`config.mk`:
```
export PLATFORM = sky130hd
export DESIGN_NAME = uart_rx_fifo
export DESIGN_NICKNAME = d
export VERILOG_FILES = /design/src/rtl/uart_rx_fifo.sv
export SDC_FILE = /design/constraint.sdc
export NUM_CORES = 1
export LEC_CHECK = 0
export CAP_MARGIN = 20
export CORE_MARGIN = 2
export CORE_UTILIZATION = 50
export CTS_CLUSTER_SIZE = 28
export DETAILED_ROUTE_END_ITERATION = 10
export GPL_ROUTABILITY_DRIVEN = 0
export PLACE_DENSITY = 0.8
export SYNTH_ARGS = -nofsm -noshare
export SYNTH_HDL_FRONTEND = slang
export SYNTH_SLANG_ARGS = --single-unit
```
`constraint.sdc`:
```
create_clock -name clk_50m -period 3.1 [get_ports clk_50m]
set_clock_uncertainty 0.2 [all_clocks]
set_input_delay 0.775 -clock clk_50m [delete_from_list [all_inputs] [get_ports clk_50m]]
set_output_delay 0.775 -clock clk_50m [all_outputs]
set_load 0.02 [all_outputs]
```
`src/rtl/uart_rx_fifo.sv`:
```
// 8N1 UART receiver: 16x oversampling with 3-sample majority vote, followed by a
// small circular FIFO drained through the rdy/rdy_clr handshake.
module uart_rx_fifo #(
  parameter int CLK_HZ     = 50_000_000,
  parameter int BAUD       = 115200,
  parameter int FIFO_DEPTH = 4
) (
  input  logic       clk_50m,
  input  logic       rst,
  input  logic       rx,
  output logic       rdy,
  input  logic       rdy_clr,
  output logic [7:0] dout,
  output logic       frame_err,
  output logic       overrun,
  input  logic       err_clr
);

  localparam int OS_DIV = CLK_HZ / (BAUD * 16);
  localparam int CW     = (OS_DIV > 1) ? $clog2(OS_DIV) : 1;
  localparam int AW     = $clog2(FIFO_DEPTH);
  localparam int NW     = AW + 1;

  localparam logic [2:0] ST_IDLE  = 3'd0;
  localparam logic [2:0] ST_START = 3'd1;
  localparam logic [2:0] ST_DATA  = 3'd2;
  localparam logic [2:0] ST_STOP  = 3'd3;
  localparam logic [2:0] ST_BRK   = 3'd4;

  function automatic logic maj3(input logic a, input logic b, input logic c);
    return (a & b) | (a & c) | (b & c);
  endfunction

  logic          rx_meta;
  logic          rx_s;
  logic [1:0]    fill;
  logic          armed;
  logic [2:0]    state;
  logic [CW-1:0] os_cnt;
  logic          tick;
  logic [3:0]    smp;
  logic [2:0]    bit_idx;
  logic          v7;
  logic          v8;
  logic [7:0]    shreg;
  logic          maj;
  logic          push_req;

  logic [7:0]    mem [FIFO_DEPTH];
  logic [AW-1:0] rptr;
  logic [AW-1:0] wptr;
  logic [AW-1:0] rptr_n;
  logic [NW-1:0] count;
  logic [NW-1:0] count_n;
  logic          pop_ok;
  logic          push_ok;
  logic          ovr_set;
  logic [7:0]    head_n;

  // Synchronizer; armed only once the line has been seen idle after reset,
  // so a line held low across reset release cannot start a frame.
  always_ff @(posedge clk_50m or posedge rst) begin
    if (rst) begin
      rx_meta <= 1'b1;
      rx_s    <= 1'b1;
      fill    <= 2'b00;
      armed   <= 1'b0;
    end else begin
      rx_meta <= rx;
      rx_s    <= rx_meta;
      fill    <= {fill[0], 1'b1};
      armed   <= armed | (fill[1] & rx_s);
    end
  end

  assign tick     = (state != ST_IDLE) && (os_cnt == CW'(OS_DIV - 1));
  assign maj      = maj3(v7, v8, rx_s);
  assign push_req = tick && (state == ST_STOP) && (smp == 4'd9) && maj;

  always_ff @(posedge clk_50m or posedge rst) begin
    if (rst) begin
      os_cnt <= '0;
    end else if (state == ST_IDLE || os_cnt == CW'(OS_DIV - 1)) begin
      os_cnt <= '0;
    end else begin
      os_cnt <= os_cnt + CW'(1);
    end
  end

  // Bit-level sequencing: vote at sample 9, bit boundary at sample 15
  always_ff @(posedge clk_50m or posedge rst) begin
    if (rst) begin
      state     <= ST_IDLE;
      smp       <= 4'd0;
      bit_idx   <= 3'd0;
      frame_err <= 1'b0;
    end else begin
      frame_err <= 1'b0;
      case (state)
        ST_IDLE: begin
          if (armed && !rx_s) begin
            smp   <= 4'd0;
            state <= ST_START;
          end
        end
        ST_BRK: begin
          if (rx_s) state <= ST_IDLE;
        end
        default: begin
          if (tick) begin
            smp <= smp + 4'd1;
            if (smp == 4'd9) begin
              if (state == ST_START && maj) begin
                state <= ST_IDLE;
              end else if (state == ST_STOP) begin
                if (maj) begin
                  state <= ST_IDLE;
                end else begin
                  frame_err <= 1'b1;
                  state     <= ST_BRK;
                end
              end
            end
            if (smp == 4'd15) begin
              if (state == ST_START) begin
                state   <= ST_DATA;
                bit_idx <= 3'd0;
              end else if (state == ST_DATA) begin
                if (bit_idx == 3'd7) state <= ST_STOP;
                else                 bit_idx <= bit_idx + 3'd1;
              end
            end
          end
        end
      endcase
    end
  end

  always_ff @(posedge clk_50m) begin
    if (tick) begin
      if (smp == 4'd7) v7 <= rx_s;
      if (smp == 4'd8) v8 <= rx_s;
      if (state == ST_DATA && smp == 4'd9) shreg <= {maj, shreg[7:1]};
    end
  end

  // FIFO: a pop frees the slot first, so a push into a full FIFO with a pop is kept
  assign pop_ok  = rdy_clr && (count != '0);
  assign push_ok = push_req && ((count != NW'(FIFO_DEPTH)) || pop_ok);
  assign ovr_set = push_req && !push_ok;
  assign rptr_n  = pop_ok ? rptr + AW'(1) : rptr;
  assign head_n  = (push_ok && rptr_n == wptr) ? shreg : mem[rptr_n];
  assign rdy     = (count != '0);

  always_comb begin
    count_n = count;
    if (push_ok && !pop_ok)      count_n = count + NW'(1);
    else if (!push_ok && pop_ok) count_n = count - NW'(1);
  end

  always_ff @(posedge clk_50m) begin
    if (push_ok) mem[wptr] <= shreg;
  end

  always_ff @(posedge clk_50m or posedge rst) begin
    if (rst) begin
      rptr    <= '0;
      wptr    <= '0;
      count   <= '0;
      dout    <= 8'h00;
      overrun <= 1'b0;
    end else begin
      rptr  <= rptr_n;
      count <= count_n;
      if (push_ok)         wptr <= wptr + AW'(1);
      if (count_n != '0)   dout <= head_n;
      if (ovr_set)         overrun <= 1'b1;
      else if (err_clr)    overrun <= 1'b0;
    end
  end

endmodule

```
==> flow_summary.ini, run 1 <==
[final_layout]
layout-drive-gt1-share_pct = 12.1
final_area_um2 = 4370
layout.nets = 378
area_growth_pct = 11.9
mostFrequentLayoutCells = edfxtp_1, dfrtp_1, nor2_1
antenna_cells = 0
fill_cells = 601
layout_commonest_cell = edfxtp_1

[floorplanning]
initial_core_util_pct = 51.1
die_area_um2 = 8540
core-area_um2 = 7650
die_y_um = 92.4
fp-row-count = 32
io_pins = 16
die_w_um = 92.4

[worst_hold_path]
hp-class = reg2reg

[global_route]
gr-max-usage-layer = met2
grt_pass1_vias = 2572
antenna_found_initial = 0
gr-usage-met3_pct = 2.85
grtUsageTotal_pct = 19.1
grt_first_pass_wirelength_mm = 12.5
grtUsageMet2_pct = 31.2
grt_max_degree = 38
grt_overflow = 0
use_met1_pct = 25.0

[worst_setup_path]
slowest_stage = clkdlybuf4s50_1
crit_arrival_ns = 1.95
cp-end-kind = output pin
cpPeakStageDelay_ns = 0.60
critical_path_required_ns = 2.12
crit_fanout = 7
path_class = reg2out
crit_family = buffers and inverters
path_cells = inv_1, ha_1, nand2b_1, clkdlybuf4s50_1
cp-start-kind = flip-flop
critPathBufInv = 2

[synth]
synth_xor_area_share_pct = 2.02
yosysWarnings = 0
syn_area_um2 = 3910
synth_ff_type = edfxtp_1
synth_fa_ha_area_share_pct = 4.48
synth_compound_area_share_pct = 16.7
synth_top_family_by_area = compound AO/OA/AOI/OAI gates
ys_seq_area_share_pct = 56.0
synth-simple-area-share_pct = 13.4
synthArstFlopShare_pct = 46.8
ys_ff_latch = 79
synth_edf_count = 42
avgSynthCellArea_um2 = 11.5
syn-num-nets = 360
synth_mux_area_share_pct = 2.82
synth_cell_types = 55
synth_cells = 341

[placement]
dp.final_hpwl_mm = 4.85
placed_cell_area_um2 = 4150
portBuffers = 15
place_ws_ns = 0.0249

[timing]
timing.final.hold_violations = 0
whs_ns = 0.158
finalWorstSetupSlack_ns = 0.172
setup-tns-final_ns = 0
period_share_pct = 94.5
fmax_mhz = 342
finalMaxSlewViolations = 0
setup_viol_count_final = 0
period_minus_slack_ns = 2.93
worstMarginPinSlew_ns = 0.497
rsz0062_at_grt = no
slew_headroom_pct = 66.5

[detailed_routing]
vias = 2691
ant_nets = 0
wl_per_cell_um = 16.3
wl_mm = 7.62
viasPerCell = 5.77
drtIter0Drc = 178
drc = 0
first_pass_iters = 5

[clock_network]
cts_sinks = 79
cts_htree_levels = 3
clk_latency_ns = 0.36
post_cts_resize_count = 0
postCtsHoldBufs = 0
tritoncts = done
cts_setup_buffers = 0
cts_made_buffers = 9
cts.path.max_buffers = 2
clk_pin_slew_ns = 0.07
cts_root_buf = clkbuf_8

[power]
pwr_density_cell_nw_per_um2 = 786
peakVddDrop_v = 0.000418
p_leak_nw = 1.73

[run]
maxCapViolCount = 0

[run_status]
status = finished clean
[layer usage]
| layer | share of wire [%] | wire length [um] | up-vias |
|---|---|---|---|
| met1 | 44 | 3360 | 1304 |
| met4 | 2.2 | 164 | 0 |
| met2 | 49 | 3750 | 77 |
| met3 | 4.6 | 347 | 13 |
| met5 | 0 | 0 | - |
| li1 | - | - | 1297 |
[cells in the mapped netlist (3+ instances only)]
library cell | count | area share [%]
xor2_1 | 4 | 0.90
a211o_1 | 8 | 1.8
edfxtp_1 | 42 | 32
mux2i_1 | 11 | 2.8
buf_6 | 4 | 1.2
nor2b_1 | 3 | 0.48
nor3_1 | 13 | 1.7
clkbuf_1 | 5 | 0.48
a2bb2oi_1 | 8 | 1.8
buf_2 | 5 | 0.64
nand2_1 | 28 | 2.7
a31o_2 | 8 | 1.8
and2_2 | 4 | 0.77
o21ai_0 | 10 | 1.3
dfrtp_1 | 35 | 22
nand4_1 | 3 | 0.48
o22ai_1 | 3 | 0.48
a21oi_1 | 18 | 2.3
a211oi_1 | 4 | 0.77
a31oi_1 | 10 | 1.6
nand3_1 | 3 | 0.38
ha_1 | 14 | 4.5
nand2b_1 | 4 | 0.64
nor2_1 | 29 | 2.8
a221oi_1 | 7 | 1.6
inv_1 | 19 | 1.8
xnor2_1 | 5 | 1.1
[report_power, final]
part / switching, W / internal [W] / total, W / leakage, nW
clock: 0.000353 / 0.000389 / 0.000742 / 0.101
combinational: 0.000687 / 0.000613 / 0.00130 / 0.793
sequential: 0.000163 / 0.00123 / 0.00140 / 0.833
total: 0.00120 / 0.00224 / 0.00344 / 1.73
[per-stage QoR]
| stage | cells | util [%] | power, W |
|---|---|---|---|
| after CTS | 465 | 56.8 | 0.00342 |
| after floorplan | 341 | - | 0.00233 |
| final | 466 | 57.2 | 0.00344 |
| after global placement | 449 | 54.3 | 0.00261 |
| after global routing | 466 | 57.2 | 0.00364 |
| after detailed placement | 449 | 54.3 | 0.00266 |
[logic make-up after synthesis]
| family | count (synthesis) |
|---|---|
| buffers and inverters | 36 |
| AND/OR/NAND/NOR | 102 |
| flip-flops | 79 |
| AO/OA/AOI/OAI | 89 |
| other | 1 |
| XOR/XNOR | 9 |
| multiplexers | 11 |
| adder cells (fa/ha/maj) | 14 |
[worst paths after layout]
| check | startpoint | endpoint | slack, ns | depth (start not counted) |
|---|---|---|---|---|
| setup / recovery | count[0]$_DFF_PP0_ | rdy | 0.17 | 4 |
| hold / removal | rx_meta$_DFF_PP1_ | rx_s$_DFF_PP1_ | 0.16 | 0 |
| setup reg to reg | count[0]$_DFF_PP0_ | dout[7]$_DFFE_PP0P_ | 0.50 | 9 |
| hold reg to reg | rx_meta$_DFF_PP1_ | rx_s$_DFF_PP1_ | 0.16 | 0 |
| max in group asynchronous | rst | rx_s$_DFF_PP1_ | 1.69 | 3 |
| min in group asynchronous | rst | dout[7]$_DFFE_PP0P_ | 0.64 | 3 |
[state kept, by name, indices dropped and copies added, names as in the netlist]
| signal | flops |
|---|---|
| v7 | 1 |
| overrun | 1 |
| smp | 4 |
| count | 3 |
| bit_idx | 3 |
| wptr | 2 |
| mem | 32 |
| os_cnt | 5 |
| dout | 8 |
| rx_s | 1 |
| v8 | 1 |
| frame_err | 1 |
| rx_meta | 1 |
| fill | 2 |
| rptr | 2 |
| state | 3 |
| shreg | 8 |
| armed | 1 |
[final cells by class]
| cell class | instances | area (um2) | area share (%) |
|---|---|---|---|
| Clock buffer | 14 | 185 | 4.23 |
| Inverter | 20 | 75.1 | 1.72 |
| Sequential cell | 79 | 2190 | 50.1 |
| Multi-Input combinational cell | 226 | 1540 | 35.3 |
| Clock inverter | 2 | 11.3 | 0.257 |
| Tap cell | 102 | 128 | 2.92 |
| Timing Repair Buffer | 23 | 243 | 5.55 |
No activity file was read; power rests on OpenSTA's default activity.
==> inputs of run 2 (changes only) <==
--- a/config.mk
+++ b/config.mk
@@ -10,7 +10,6 @@
 export CORE_UTILIZATION = 50
 export CTS_CLUSTER_SIZE = 28
 export DETAILED_ROUTE_END_ITERATION = 10
-export GPL_ROUTABILITY_DRIVEN = 0
 export PLACE_DENSITY = 0.8
 export SYNTH_ARGS = -nofsm -noshare
 export SYNTH_HDL_FRONTEND = slang
==> results of run 2 <==
Same layout as run 1: the final DEF is identical, and so are final timing and power.
==> inputs of run 3 (changes only) <==
--- a/config.mk
+++ b/config.mk
@@ -6,6 +6,7 @@
 export NUM_CORES = 1
 export LEC_CHECK = 0
 export CAP_MARGIN = 20
+export CORE_ASPECT_RATIO = 1.25
 export CORE_MARGIN = 2
 export CORE_UTILIZATION = 50
 export CTS_CLUSTER_SIZE = 28
==> flow_summary.ini, run 3 (synthesis gave the netlist of run 1 again) <==
[placement]
place_ws_ns = 0.263
portBuffers = 15
dp.final_hpwl_mm = 4.89
place.gp.congestion = 0.835

[global_route]
grt_overflow = 0
grt_pass1_vias = 2505
grt_first_pass_wirelength_mm = 11.3
antenna_found_initial = 0
grt_max_degree = 28
grtUsageTotal_pct = 16.6

[detailed_routing]
first_pass_iters = 5
wirelength_met1_mm = 3.00
dr.max_layer_used = met4
wl_mm = 6.77
drc = 0
drtIter0Drc = 124
wl_per_cell_um = 14.7
wl_met3_um = 312
ant_nets = 0
viasPerCell = 5.81
dr_wl_met2_mm = 3.34
vias = 2673

[timing]
period_share_pct = 94.3
worstMarginPinSlew_ns = 0.711
fmax_mhz = 342
finalWorstSetupSlack_ns = 0.176
finalMaxSlewViolations = 0
rsz0062_at_grt = no
slew_headroom_pct = 52.6
setup-tns-final_ns = 0
setup_viol_count_final = 0
period_minus_slack_ns = 2.92
timing.final.hold_violations = 0

[final_layout]
layout.nets = 379
largest_register = mem
antenna_cells = 0
top_regs = mem (32), dout (8), shreg (8)
area_growth_pct = 10.9
largest_register_ffs = 32
layout_commonest_cell = edfxtp_1
layout-drive-gt1-share_pct = 12.9
mostFrequentLayoutCells = edfxtp_1, dfrtp_1, nor2_1

[worst_setup_path]
crit_fanout = 7
slowest_stage = clkdlybuf4s50_1
regToRegSetupSlack_ns = 0.52
path_class = reg2out
startpoint = count[0]$_DFF_PP0_
crit_arrival_ns = 1.95
r2r_end = dout[0]$_DFFE_PP0P_
cp.depth = 4
cp-start-kind = flip-flop
endpoint = rdy
critPathBufInv = 2
cp-end-kind = output pin
r2r_start = count[0]$_DFF_PP0_
critical_path_required_ns = 2.12
cpPeakStageDelay_ns = 0.61
r2r_cells = 10
crit_family = buffers and inverters
path_cells = inv_1, ha_1, nand2b_1, clkdlybuf4s50_1

[floorplanning]
die_w_um = 83.1
fp-row-count = 36
io_pins = 16
core-area_um2 = 7700
die_area_um2 = 8540
die_y_um = 103
initial_core_util_pct = 50.7

[clock_network]
postCtsHoldBufs = 0
cts.path.max_buffers = 2
clk_pin_slew_ns = 0.08
cts_setup_buffers = 0
cts_root_buf = clkbuf_8
post_cts_resize_count = 0
cts_htree_levels = 3
tritoncts = done
cts_made_buffers = 9
cts_sinks = 79
clk_latency_ns = 0.36

[power]
p_sw_share_pct = 34.8
peakVddDrop_v = 0.000450
seqPwrFrac_pct = 42.1
power_frac_comb_pct = 36.0
p_switching_w = 0.00117
p_leak_nw = 1.72
p_int_w = 0.00219
pwr_density_cell_nw_per_um2 = 775
clockPowerShare_pct = 21.9

[run]
maxCapViolCount = 0

[worst_hold_path]
hp-class = reg2reg

[run_status]
status = finished clean
run 3: changes by cell type in the layout (fill, tap and decap cells not counted):
cell	before	now
inv_4	1	0
clkinv_4	0	1
buf_16	1	0
bufinv_16	0	1
buf_4	6	9
buf_12	1	0
clkbuf_1	3	1
clkinvlp_4	0	1
clkinv_2	1	3
clkbuf_16	2	0
run 3: power by group through the flow:
| stage | clock [W] | sequential, W | combinational, W |
|---|---|---|---|
| 6_report | 0.000736 | 0.00141 | 0.00121 |
| 5_1_grt | 0.000792 | 0.00144 | 0.00133 |
| 4_1_cts | 0.000749 | 0.00141 | 0.00121 |
| 3_5_place_dp | 0 | 0.00144 | 0.00120 |
| 3_3_place_gp | 0 | 0.00143 | 0.00116 |
| 2_1_floorplan | 0 | 0.00141 | 0.000918 |
run 3: worst reg2reg max path, delay by kind of cell, from the launching register on:
kind | cells | cell delay [ns]
flip-flops | 1 | 0.45
AO/OA/AOI/OAI | 4 | 0.69
AND/OR/NAND/NOR | 2 | 0.36
buffers and inverters | 3 | 0.49
adder cells (fa/ha/maj) | 1 | 0.31
run 3: how the worst min path moves through the flow:
stage	slack, ns	end	from	depth (start not counted)
after global placement	0.13	fill[1]$_DFF_PP0_	fill[0]$_DFF_PP0_	0
after detailed placement	0.15	rx_s$_DFF_PP1_	rx_meta$_DFF_PP1_	0
after floorplan	0.13	fill[1]$_DFF_PP0_	fill[0]$_DFF_PP0_	0
after CTS	0.16	rx_s$_DFF_PP1_	rx_meta$_DFF_PP1_	0
after global routing	0.17	rx_s$_DFF_PP1_	rx_meta$_DFF_PP1_	0
final	0.16	rx_s$_DFF_PP1_	rx_meta$_DFF_PP1_	0
run 3: cell type report:
cell class / count / area [um2]
Multi-Input combinational cell: 226 / 1540
Tap cell: 95 / 119
Clock buffer: 10 / 128
Fill cell: 621 / 3370
Sequential cell: 79 / 2190
Timing Repair Buffer: 24 / 218
Clock inverter: 6 / 61.3
Inverter: 20 / 75.1
run 3: per-stage QoR:
| stage | utilization [%] | instance area (um2) | instances | power [W] | hold slack [ns] |
|---|---|---|---|---|---|
| 3_5_place_dp | 53.8 | 4140 | 444 | 0.00263 | 0.150 |
| 5_1_grt | 56.3 | 4330 | 460 | 0.00356 | 0.168 |
| 3_3_place_gp | 53.8 | 4140 | 444 | 0.00259 | 0.133 |
| 4_1_cts | 56.3 | 4330 | 460 | 0.00337 | 0.161 |
| 6_report | 56.3 | 4330 | 460 | 0.00336 | 0.158 |
| 2_1_floorplan | - | 3910 | 341 | 0.00233 | 0.131 |
run 3: routing by layer:
layer | vias up | GRT usage [%]
met5 | - | 0
met4 | 0 | 6.94
met3 | 12 | 4.16
met2 | 71 | 28.3
met1 | 1291 | 20.5
li1 | 1299 | -
